File: config.mk
export PLATFORM = sky130hd
export DESIGN_NAME = bin2bcd_seq
export DESIGN_NICKNAME = d
export VERILOG_FILES = /design/src/rtl/bin2bcd_seq_pkg.sv /design/src/rtl/bin2bcd_seq_add3.sv /design/src/rtl/bin2bcd_seq.sv
export SDC_FILE = /design/constraint.sdc
export NUM_CORES = 1
export LEC_CHECK = 0
export CORE_AREA = 3 3 103 105
export CTS_CLUSTER_DIAMETER = 150
export DETAILED_ROUTE_END_ITERATION = 12
export DIE_AREA = 0 0 106 108
export PLACE_DENSITY_LB_ADDON = 0.05
export SYNTH_ARGS = -nofsm -noshare
export SYNTH_HDL_FRONTEND = slang
export SYNTH_HIERARCHICAL = 1
export SYNTH_SLANG_ARGS = --single-unit
export TNS_END_PERCENT = 100
File: constraint.sdc
create_clock -name clk -period 2.1 [get_ports clk]
set_clock_uncertainty 0.1 [all_clocks]
set_input_delay 0.63 -clock clk [delete_from_list [all_inputs] [get_ports clk]]
set_output_delay 0.63 -clock clk [all_outputs]
set_load 0.1 [all_outputs]
File: src/rtl/bin2bcd_seq_pkg.sv
// bin2bcd_seq_pkg: shared digit constants, FSM encoding and power-of-ten helper for the BCD converter
package bin2bcd_seq_pkg;
  localparam int BCD_DIGIT_W = 4;
  localparam logic [3:0] BCD_MAX_DIGIT = 4'd9;
  localparam logic [3:0] ADD3_THRESH = 4'd5;
  typedef enum logic [1:0] {S_IDLE, S_SHIFT, S_DONE} state_e;
  function automatic longint unsigned pow10(input int n);
    longint unsigned p = 64'd1;
    for (int i = 0; i < n; i++) p = p * 64'd10;
    return p;
  endfunction
endpackage

File: src/rtl/bin2bcd_seq_add3.sv
// bin2bcd_seq_add3: double-dabble correction cell, adds 3 to a BCD digit of 5 or more
module bin2bcd_seq_add3
  import bin2bcd_seq_pkg::*;
(
  input  logic [BCD_DIGIT_W-1:0] d_i,
  output logic [BCD_DIGIT_W-1:0] q_o
);
  assign q_o = d_i >= ADD3_THRESH ? d_i + 4'd3 : d_i;
endmodule

File: src/rtl/bin2bcd_seq.sv
// bin2bcd_seq: one-bit-per-clock double-dabble binary-to-BCD converter with saturation and leading-zero blanking
module bin2bcd_seq
  import bin2bcd_seq_pkg::*;
#(
  parameter int BIN_W    = 14,
  parameter int DIGITS   = 4,
  parameter int SATURATE = 1
) (
  input  logic                          clk,
  input  logic                          rst_n,
  input  logic                          start,
  input  logic [BIN_W-1:0]              bin,
  output logic                          busy,
  output logic                          done,
  output logic [BCD_DIGIT_W*DIGITS-1:0] bcd,
  output logic                          overflow,
  output logic [DIGITS-1:0]             blank
);
  localparam int SW = BCD_DIGIT_W * DIGITS;
  localparam int CW = $clog2(BIN_W + 1);
  // wide enough for 10^8 as well as the full input width
  localparam int LW = BIN_W > 30 ? BIN_W : 30;
  localparam logic [LW-1:0] LIMIT = LW'(pow10(DIGITS));

  state_e state_q, state_d;
  logic [BIN_W-1:0] shreg_q, shreg_d;
  logic [SW-1:0] scr_q, scr_d, cor, fin, bcd_q, bcd_d;
  logic [CW-1:0] cnt_q, cnt_d;
  logic ovf_q, ovf_d, ovf_o_q, ovf_o_d, accept, shift, last, z;
  logic [DIGITS-1:0] blank_q, blank_d, blank_n;

  for (genvar i = 0; i < DIGITS; i++) begin : g_add3
    bin2bcd_seq_add3 u_add3 (.d_i(scr_q[BCD_DIGIT_W*i +: BCD_DIGIT_W]), .q_o(cor[BCD_DIGIT_W*i +: BCD_DIGIT_W]));
  end

  always_ff @(posedge clk or negedge rst_n)
    if (!rst_n) begin
      state_q <= S_IDLE;
      shreg_q <= '0;
      scr_q   <= '0;
      cnt_q   <= '0;
      ovf_q   <= 1'b0;
      ovf_o_q <= 1'b0;
      bcd_q   <= '0;
      blank_q <= ~DIGITS'(1);
    end else begin
      state_q <= state_d;
      shreg_q <= shreg_d;
      scr_q   <= scr_d;
      cnt_q   <= cnt_d;
      ovf_q   <= ovf_d;
      ovf_o_q <= ovf_o_d;
      bcd_q   <= bcd_d;
      blank_q <= blank_d;
    end

  always_comb
    state_d = state_q == S_IDLE  ? (start ? S_SHIFT : S_IDLE) :
              state_q == S_SHIFT ? (cnt_q == CW'(1) ? S_DONE : S_SHIFT) : S_IDLE;

  always_comb begin
    busy = state_q == S_SHIFT;
    done = state_q == S_DONE;
    bcd = bcd_q;
    overflow = ovf_o_q;
    blank = blank_q;
  end

  // results are registered on the final shift edge so they are valid throughout the done cycle
  always_comb begin
    accept  = state_q == S_IDLE && start;
    shift   = state_q == S_SHIFT;
    last    = shift && cnt_q == CW'(1);
    shreg_d = accept ? bin : shift ? shreg_q << 1 : shreg_q;
    scr_d   = accept ? '0 : shift ? SW'({cor, shreg_q[BIN_W-1]}) : scr_q;
    cnt_d   = accept ? CW'(BIN_W) : shift ? cnt_q - CW'(1) : cnt_q;
    ovf_d   = accept ? LW'(bin) >= LIMIT : ovf_q;
    fin     = SATURATE != 0 && ovf_q ? {DIGITS{BCD_MAX_DIGIT}} : scr_d;
    bcd_d   = last ? fin : bcd_q;
    ovf_o_d = last ? ovf_q : ovf_o_q;
    blank_d = last ? blank_n : blank_q;
  end

  always_comb begin
    z = 1'b1;
    blank_n = '0;
    for (int i = DIGITS - 1; i >= 0; i--) begin
      z = z && fin[BCD_DIGIT_W*i +: BCD_DIGIT_W] == '0;
      blank_n[i] = z;
    end
    blank_n[0] = 1'b0;
  end
endmodule

Word level (Yosys, flattened, before mapping) --
Cells that the tools add are included.
Word-level totals: bits in registers 57, bits of input ports 17, output and inout bits 23, logic and storage cells 45
Operators by class: add/sub/neg operators 5, $lt $le $gt $ge 5, equality and inequality tests 3, muxes and demuxes 15, reductions and logical operators 9
Operator list (number):
- 2-to-1 mux 16 bit | 3
- 2-to-1 mux 14 bit | 2
- 2-to-1 mux 4 bit | 5
- greater-or-equal comparator 4 x 3 -> 1 bit (second input constant) | 4
- greater-or-equal comparator 14 bit (second input constant) | 1
- adder 4 x 2 -> 4 bit (second input constant) | 3
- zero test 4 bit | 3
- 2-to-1 mux 2 bit | 3
- == test 4 x 1 -> 1 bit (second input constant) | 1
- logical AND 1 bit | 4
- subtractor 4 x 1 -> 4 bit (second input constant) | 1
- adder 3 x 2 -> 3 bit (second input constant) | 1
- 2-to-1 mux 3 bit | 1
- == test 2 x 1 -> 1 bit (second input constant) | 1
- == test 2 bit (second input constant) | 1
- zero test 2 bit | 1
- nonzero test 2 bit | 1
- 2-to-1 mux 1 bit | 1

Logic depth before layout (Yosys ltp) --
Gate-level depths: netlist (run 1).
word-level depth 8, gate-level depth with buffers 9, gate-level depth less buffers 9

Modules after synthesis --
Netlist (run 1), hierarchy kept.
By module, submodules not included:
- bin2bcd_seq | times used 1, cells an instance 233, area each 2524.9 µm², sequential area each 1430.1 µm²
- bin2bcd_seq_add3 | times used 4, cells an instance 16, area each 101.3 µm², sequential area each 0.0 µm²

Worst setup path after synthesis (run 1) --
Ideal clock, no wire load.
kind flip-flop to output port, start register state_q[1], end output done, data arrival time 2.258 ns, required time 1.370 ns, slack -0.888 ns, stages on the path, launching flop included 4, buffers on the path 2, path through dfrtp_1 -> clkbuf_1 -> clkbuf_1 -> nor2b_1
Between the ends: word-level cells in the longest chain between the ends 1
Ends and longest elaborated chain:
- start: declaration | RTL line bin2bcd_seq.sv:25 | state_e state_q, state_d;
- start signal: assignment | RTL line bin2bcd_seq.sv:47 | state_q <= state_d;
- == test 2 bit | RTL line bin2bcd_seq.sv:63 | done = state_q == S_DONE;
- end: declaration | RTL line bin2bcd_seq.sv:14 | output logic done,
No other way between the ends.

Worst setup path after layout (run 1) --
start input start, end register blank_q[1], in the netlist blank[1]
Between the ends: word-level cells in the longest chain between the ends 6, elaborated cells between the ends (all ways) 8, classes of those cells 2 x mux; 6 x reduce/logical
Ends and longest elaborated chain:
- start: declaration | RTL line bin2bcd_seq.sv:11 | input logic start,
- logical AND 1 bit | RTL line bin2bcd_seq.sv:71 | accept = state_q == S_IDLE && start;
- 2-to-1 mux 16 bit | RTL line bin2bcd_seq.sv:75 | scr_d = accept ? '0 : shift ? SW'({cor, shreg_q[BIN_W-1]}) : scr_q;
- net scr_d[12] | RTL line bin2bcd_seq.sv:27 | logic [SW-1:0] scr_q, scr_d, cor, fin, bcd_q, bcd_d;
- 2-to-1 mux 16 bit | RTL line bin2bcd_seq.sv:78 | fin = SATURATE != 0 && ovf_q ? {DIGITS{BCD_MAX_DIGIT}} : scr_d;
- zero test 4 bit | RTL line bin2bcd_seq.sv:88 | z = z && fin[BCD_DIGIT_W*i +: BCD_DIGIT_W] == '0;
- logical AND 1 bit (2 in series) | RTL line bin2bcd_seq.sv:88
- end signal: assignment | RTL line bin2bcd_seq.sv:45 | blank_q <= ~DIGITS'(1);
- end signal: assignment | RTL line bin2bcd_seq.sv:54 | blank_q <= blank_d;
- end: declaration | RTL line bin2bcd_seq.sv:30 | logic [DIGITS-1:0] blank_q, blank_d, blank_n;
The timed path passes the listed nets, and every way through them passes these cells. A chain may end at the register's enable or synchronous reset.

==> impl_metrics.tcl, run 1 <==
set metrics [dict create \
    syn_avg_cell_area_um2 9.93 \
    cts.path.max_buffers 2 \
    status "complete, no violations" \
    fillers 994 \
    dieArea_mm2 0.0114 \
    syn_nets 320 \
    rows 36 \
    ff2ff_path_depth 8 \
    synthCells 293 \
    drive_above_1_share 0.236 \
    antennaDiodeCount 0 \
    routedWlPerCell_um 14.4 \
    grt_pass1_wl_um 12000 \
    cap_violations 0 \
    critical_path.top_delay_family "buffers and inverters" \
    slowest_stage "clkdlybuf4s50_1" \
    setup.worst_path.end "blank[1]" \
    worst_skew_pair.late_latency_ns 0.34 \
    die_w_um 106 \
    hold_buffers 0 \
    multi_input_area_mm2 0.00134 \
    cp-start-kind "input port" \
    drtPass1Iterations 4 \
    critPathLaunch "start" \
    drt-vias-per-instance 4.67 \
    cts_htree_levels 3 \
    critical_path_class "input port to flop" \
    port_buffers 38 \
    finalHoldViolCount 0 \
    critical_path_arrival_ns 2.18 \
    tns_ns 0 \
    grt_pass1_vias 2343 \
    area_growth_pct 37.7 \
    reg2reg_slack_ns 0.17 \
    gp_congestion 0.782 \
    cp.required_ns 2.25 \
    antenna_found_initial 0 \
    vias 2262 \
    cts_made_buffers 9 \
    maxSlewViolCount 0 \
    dp_hpwl_um 4730 \
    grt_start_max_net_pins 58 \
    num_io_pins 40 \
    final_antenna_net_count 0 \
    root_buffer "clkbuf_8" \
    die_h_um 108 \
    setup_violations 0 \
    cp_slowest_stage_delay_ns 0.52 \
    regArea_mm2 0.00143 \
    grt_use_total 0.134 \
    layout.nets 373 \
    holdCritPathClass "input port to async pin" \
    finalWirelength_um 6970 \
    critPathMaxFanout 15 \
    cts_tree "built" \
    core_area_mm2 0.00973 \
    cp.buffers_inverters 2 \
    fmaxAchievable_mhz 492 \
    path_cells "clkdlybuf4s50_1 > o21bai_2 > buf_12 > a22o_1 > nand4b_2 > o31ai_2" \
    fin_crit_ns 2.03 \
    clock-sinks 57 \
    rr_startpoint "scr_q[9]" \
    grt_overflow 0 \
    post-route-period-util 0.967 \
    cp_num_cells 6 \
    end_kind "flop" \
    r2r_end "blank[1]" \
    initialDrtViolationCount 64 \
    syn_area_mm2 0.00291 \
    yosys_warnings 6 \
    clk_pin_slew_worst_paths_ns 0.07 \
    initial_core_util 0.299 \
    drc 0 \
    rsz0062_at_grt "no" \
]
[how the worst min path moves through the flow]
stage,start,to,slack (ns)
after floorplan,rst_n,bcd[0],0.23
after global placement,shreg_q[0],shreg_q[0],0.40
after detailed placement,blank[2],blank[2],0.38
after CTS,rst_n,bcd[1],0.20
after global routing,rst_n,scr_q[3],0.20
final,rst_n,scr_q[3],0.19
[per-layer routing]
metal	routed length, µm	global-route usage
met2	2990	0.198
met5	0	0
met3	344	0.0340
met4	130	0.0555
met1	3510	0.188
[state kept, by name, indices dropped and copies added, names as in the netlist]
name and flops:
bcd 16, scr_q 16, shreg_q 14, cnt_q 4
blank 3, state_q 2, overflow 1, ovf_q 1
[worst register-to-register path, stage by stage (launching register included)]
cell,delay [ns]
dfrtp_1,0.39
inv_1,0.09
ha_1,0.17
nand2b_1,0.17
nand2b_1,0.08
o21ai_1,0.06
a22o_1,0.25
nand4b_2,0.26
o31ai_2,0.27
[per-stage QoR]
step	setup slack (ns)	instances	instance area, µm²	utilization	hold WS (ns)
floorplan	0.0174	293	2920	-	0.234
global placement	-0.264	467	3770	0.387	0.400
detailed placement	-0.285	467	3770	0.387	0.380
CTS	0.0228	484	4000	0.411	0.196
global route	0.00725	484	4010	0.412	0.204
finish	0.0690	484	4010	0.412	0.187
[final cells by class]
cell class                 instances  share of cell area
sequential                        57               0.357
multi-input combinational        200               0.334
timing repair buffer              59               0.194
tap                              133              0.0415
clock buffer                      12              0.0412
inverter                          19              0.0197
clock inverter                     4              0.0125
[cells in the final DEF, fill, tap and decap left out, types with 2 or more instances in the layout]
cell             instances
nor2_1                  13
and2b_1                  4
nand2b_1                 7
a21oi_1                 17
clkbuf_8                12
dfstp_2                  3
nor3b_2                  2
ha_1                     9
mux2i_1                  4
o22a_1                   2
a21oi_2                  4
o21ai_1                 17
buf_12                  24
a22o_1                  13
nor2b_1                 11
a22oi_1                 17
clkdlybuf4s50_1         15
xnor2_1                  4
a22oi_2                  3
dfrtp_1                 54
o21ai_0                 20
clkinvlp_4               2
nand2_1                 31
buf_4                   19
inv_1                   18
nand3b_1                 2
[repair_timing]
action | in CTS | in global routing
setup endpoints to repair | 1 | 2
buffers inserted | 1 | 0
cloned | 0 | 0
gates resized for setup | 2 | 3
pin swaps | 0 | 3
Power of run 1 is not shown: default switching activity piles up to over one toggle a cycle in this logic, so the estimate is an artifact.
==> inputs of run 2 (changes only) <==
- CORE_AREA: 3 3 103 105 -> 3 3 100 102
- DIE_AREA: 0 0 106 108 -> 0 0 103 105
- SLEW_MARGIN: unset -> 20
- SYNTH_HIERARCHICAL: 1 -> unset
==> run 2 against run 1 <==
Net effect: synthesized cell count shrank 9.6%; final cell count shrank 3.9%; global-route usage grew 1.0 points; synthesized area shrank 6.9%; highest routed layer unchanged; worst setup slack lost 0.015 ns; via count shrank 0.75%; largest cell class unchanged; utilization grew 3.1 points; non-clock buffer count grew 30.
==> impl_metrics.tcl, run 2 <==
set metrics [dict create \
    initial_core_util 0.295 \
    synth_largest_area_cell "dfrtp_1" \
    critPathMaxFanout 11 \
    synthCells 265 \
    grt_pass1_vias 2471 \
    synth_most_common_cell "dfrtp_1" \
    path_cells "nand2b_4 > inv_8 > buf_6 > buf_12" \
    end_kind "output port" \
    rsz0062_at_grt "yes" \
    cts.path.max_buffers 2 \
    grt_start_max_net_pins 36 \
    layout_commonest_cell "dfrtp_1" \
    rr_startpoint "scr_q[5]" \
    fin_crit_ns 2.05 \
    regArea_mm2 0.00143 \
    status "complete, no violations" \
    slowest_stage "dfrtp_1" \
    ys_seq_area_frac 0.528 \
    finalWirelength_um 7240 \
    layout_common_cells "dfrtp_1, buf_4, nand2_1" \
    fillers 880 \
    area_growth_pct 50.3 \
    core_area_mm2 0.00920 \
    synth_common_cells "dfrtp_1, nand2_1, o21ai_0" \
    dieArea_mm2 0.0108 \
    vias 2245 \
    critPathLaunch "state_q[1]" \
    layout.nets 379 \
    yosys_warnings 0 \
    cp_slowest_stage_delay_ns 0.40 \
    finalHoldViolCount 0 \
    drive_above_1_share 0.339 \
    syn_nets 292 \
    drtPass1Iterations 4 \
    drc 0 \
    die_h_um 105 \
    ys_ff_latch 57 \
    clock-sinks 57 \
    grt_use_total 0.145 \
    final_antenna_net_count 0 \
    synth_cell_types 48 \
    multi_input_area_mm2 0.00128 \
    rows 35 \
    yosys.area.top_type_share 0.499 \
    syn_area_mm2 0.00271 \
    dp_hpwl_um 5010 \
    cp-start-kind "flop" \
    clk_pin_slew_worst_paths_ns 0.06 \
    synth_edf_count 0 \
    drt-vias-per-instance 4.83 \
    die_w_um 103 \
    maxSlewViolCount 0 \
    root_buffer "clkbuf_8" \
    routedWlPerCell_um 15.6 \
    initialDrtViolationCount 55 \
    antenna_found_initial 0 \
    gp_congestion 0.813 \
    cts_made_buffers 9 \
    grt_pass1_wl_um 12200 \
    cts_tree "built" \
    syn_avg_cell_area_um2 10.2 \
    antennaDiodeCount 0 \
    cp.required_ns 1.37 \
    async_flop_share 1.00 \
    setup_violations 0 \
    grt_overflow 0 \
    synth_ff_type "dfrtp_1" \
    cts_htree_levels 3 \
    holdCritPathClass "input port to async pin" \
    fmaxAchievable_mhz 489 \
    critical_path_class "flop to output port" \
    final_core_util 0.443 \
    critical_path_arrival_ns 1.32 \
    synthTopCellsByArea "dfrtp_1, nand2_1, ha_1" \
    worst_skew_pair.late_latency_ns 0.33 \
    num_io_pins 40 \
    port_buffers 38 \
    cap_violations 0 \
    post-route-period-util 0.974 \
]
==> run 2: final timing paths <==
| kind | to | slack [ns] | depth (start not counted) |
|---|---|---|---|
| max in group asynchronous | blank[3] | 1.30 | 2 |
| max | busy | 0.05 | 4 |
| max reg2reg | blank[1] | 0.10 | 8 |
| min | bcd[6] | 0.06 | 1 |
| min reg2reg | shreg_q[2] | 0.38 | 2 |
| min in group clk | shreg_q[2] | 0.38 | 2 |
==> run 2: logic make-up (layout without fill, tap and decap cells) <==
logic type               count (synthesis)  in the layout  synth area share
buffers and inverters                   27            116            0.0457
adder cells (fa/ha/maj)                 10             10            0.0462
AO/OA/AOI/OAI                           86             86             0.207
other                                    1              1           0.00138
XOR/XNOR                                 4              4            0.0129
multiplexers                             2              2           0.00831
AND/OR/NAND/NOR                         78             78             0.150
flip-flops                              57             57             0.528
==> run 2: through the flow <==
stage	setup TNS, ns	instances	hold slack (ns)	worst slack [ns]	area [µm²]
after floorplan	-0.224	265	0.234	-0.224	2710
after global placement	-3.70	445	0.368	-0.427	3730
after detailed placement	-3.90	445	0.374	-0.471	3730
after CTS	-0.0262	462	0.0519	-0.0262	4000
after global routing	-0.0444	465	0.0559	-0.0438	4070
final	0	465	0.0551	0.0541	4070
==> run 2: area by class of cell <==
cell class / instances / share of cell area
Inverter: 14 / 0.0147
Tap cell: 111 / 0.0341
Clock buffer: 12 / 0.0356
Timing Repair Buffer: 89 / 0.248
Clock inverter: 1 / 0.00123
Sequential cell: 57 / 0.351
Multi-Input combinational cell: 181 / 0.315
==> run 2: routing by layer <==
metal / vias up / share of wire / wire length (µm) / global-route usage
li1: 1109 / - / - / -
met4: 0 / 0.016 / 118 / 0.0555
met2: 39 / 0.48 / 3440 / 0.232
met5: - / 0 / 0 / 0
met3: 10 / 0.026 / 189 / 0.0260
met1: 1087 / 0.48 / 3490 / 0.191
==> run 2: what timing repair did <==
item                       4_1_cts  5_1_grt
setup endpoints to repair        6        6
buffers inserted                 4        3
hold buffers                     0        0
gates resized for setup         23       12
pin swaps                        5        6
==> run 2: critical path, delay by kind of cell (launching register included) <==
kind / cells / cell delay (ns)
flip-flops: 1 / 0.40
buffers and inverters: 3 / 0.40
AND/OR/NAND/NOR: 1 / 0.18
Power of run 2 is left out for the same reason.
==> inputs of run 3 (changes only) <==
- SETUP_SLACK_MARGIN: unset -> 0.4
==> run 3 against run 2 <==
Net effect: final cell count increased by 5.8%; clock-buffer cell count is 1 lower; register-to-register slack lost 0.04 ns; wire length is 8.8% higher; critical path type is now flop to flop; worst setup slack improved by 0.0044 ns; critical endpoint is now blank[1]; die area stayed put.
==> impl_metrics.tcl, run 3 (synthesis results as in run 2) <==
set metrics [dict create \
    drt-vias-per-instance 4.91 \
    core_area_mm2 0.00920 \
    cts.path.max_buffers 2 \
    cts_made_buffers 9 \
    drive_above_1_share 0.486 \
    root_buffer "clkbuf_8" \
    fin_cells 492 \
    grt_pass1_vias 2442 \
    rr_startpoint "scr_q[4]" \
    drc 0 \
    cp-start-kind "flop" \
    worst_skew_pair.late_latency_ns 0.33 \
    slowest_stage "or4b_4" \
    die_h_um 105 \
    hold_buffers 0 \
    critPathMaxFanout 4 \
    rows 35 \
    tns_ns 0 \
    whs_ns 0.198 \
    routedWlPerCell_um 16.0 \
    fmaxAchievable_mhz 490 \
    cp.buffers_inverters 0 \
    drtPass1Iterations 5 \
    cp.required_ns 2.27 \
    maxSlewViolCount 0 \
    cts_htree_levels 3 \
    grt_use_total 0.154 \
    initialDrtViolationCount 56 \
    ff2ff_path_depth 7 \
    place_area_mm2 0.00375 \
    layout_commonest_cell "dfrtp_1" \
    holdCritPathClass "input port to async pin" \
    reg2reg_slack_ns 0.06 \
    path_cells "ha_2 > nand2b_4 > nor3b_4 > a21oi_2 > or4b_4 > nor4_4 > a22o_1" \
    finalWirelength_um 7880 \
    rsz0062_at_grt "yes" \
    status "complete, no violations" \
    port_buffers 38 \
    setup_violations 0 \
    cts_tree "built" \
    final_area_mm2 0.00472 \
    clk_pin_slew_worst_paths_ns 0.07 \
    die_w_um 103 \
    layout.nets 403 \
    fin_crit_ns 2.04 \
    vias 2418 \
    final_antenna_net_count 0 \
    r2r_end "blank[1]" \
    dp.cells 443 \
    finalHoldViolCount 0 \
    fillers 827 \
    grt_pass1_wl_um 12900 \
    post-route-period-util 0.972 \
    grt_start_max_net_pins 58 \
    grt_overflow 0 \
    clock-sinks 57 \
    critical_path.top_delay_family "simple AND/OR/NAND/NOR gates" \
    initial_core_util 0.295 \
    gp_congestion 0.832 \
    cp_slowest_stage_delay_ns 0.50 \
    end_kind "flop" \
    layout_common_cells "dfrtp_1, buf_4, nand2_1" \
    critical_path_arrival_ns 2.22 \
    dieArea_mm2 0.0108 \
    antenna_found_initial 0 \
    critical_path_class "flop to flop" \
    antennaDiodeCount 0 \
    area_growth_pct 74.3 \
    num_io_pins 40 \
    cap_violations 0 \
    dp_hpwl_um 4990 \
]
run 3: changes by cell type in the layout (fill, tap and decap cells not counted), sizes merged:
cell / before / now
bufinv: 0 / 2
clkdlybuf4s50: 14 / 11
clkinv: 1 / 3
inv: 14 / 13
dlymetal6s2s: 0 / 3
clkinvlp: 0 / 1
clkbuf: 12 / 11
buf: 74 / 98
run 3: what timing repair did:
action / 4_1_cts / 5_1_grt
cloned: 0 / 0
pin swaps: 12 / 25
setup buffers: 11 / 22
setup endpoints to repair: 36 / 39
resized for setup: 45 / 73
run 3: cell type report:
class,count,area (µm²),area share
Tap cell,111,139,0.0294
Timing Repair Buffer,113,1300,0.276
Clock inverter,5,77.6,0.0164
Sequential cell,57,1430,0.303
Inverter,14,72.6,0.0154
Multi-Input combinational cell,181,1550,0.328
Clock buffer,11,151,0.0321
run 3: metrics by stage:
step | util | worst slack, ns
5_1_grt | 0.513 | -0.0443
6_report | 0.513 | 0.0585
4_1_cts | 0.460 | -0.0760
3_3_place_gp | 0.407 | -0.429
3_5_place_dp | 0.407 | -0.480
2_1_floorplan | - | 0.147
run 3: per-layer routing:
metal / part of all wire / global-route usage
met1: 0.46 / 0.219
met4: 0.012 / 0.0546
met3: 0.029 / 0.0274
met2: 0.49 / 0.233
met5: 0 / 0
run 3: how the worst max path moves through the flow:
stage	start	endpoint	slack (ns)	cells after the start
2_1_floorplan	scr_q[8]	blank[1]	0.15	8
3_3_place_gp	start	blank[1]	-0.43	7
3_5_place_dp	start	blank[1]	-0.48	7
4_1_cts	scr_q[4]	blank[1]	-0.08	7
5_1_grt	scr_q[4]	blank[1]	-0.04	7
6_report	scr_q[4]	blank[1]	0.06	7
Power of run 3 is left out for the same reason.
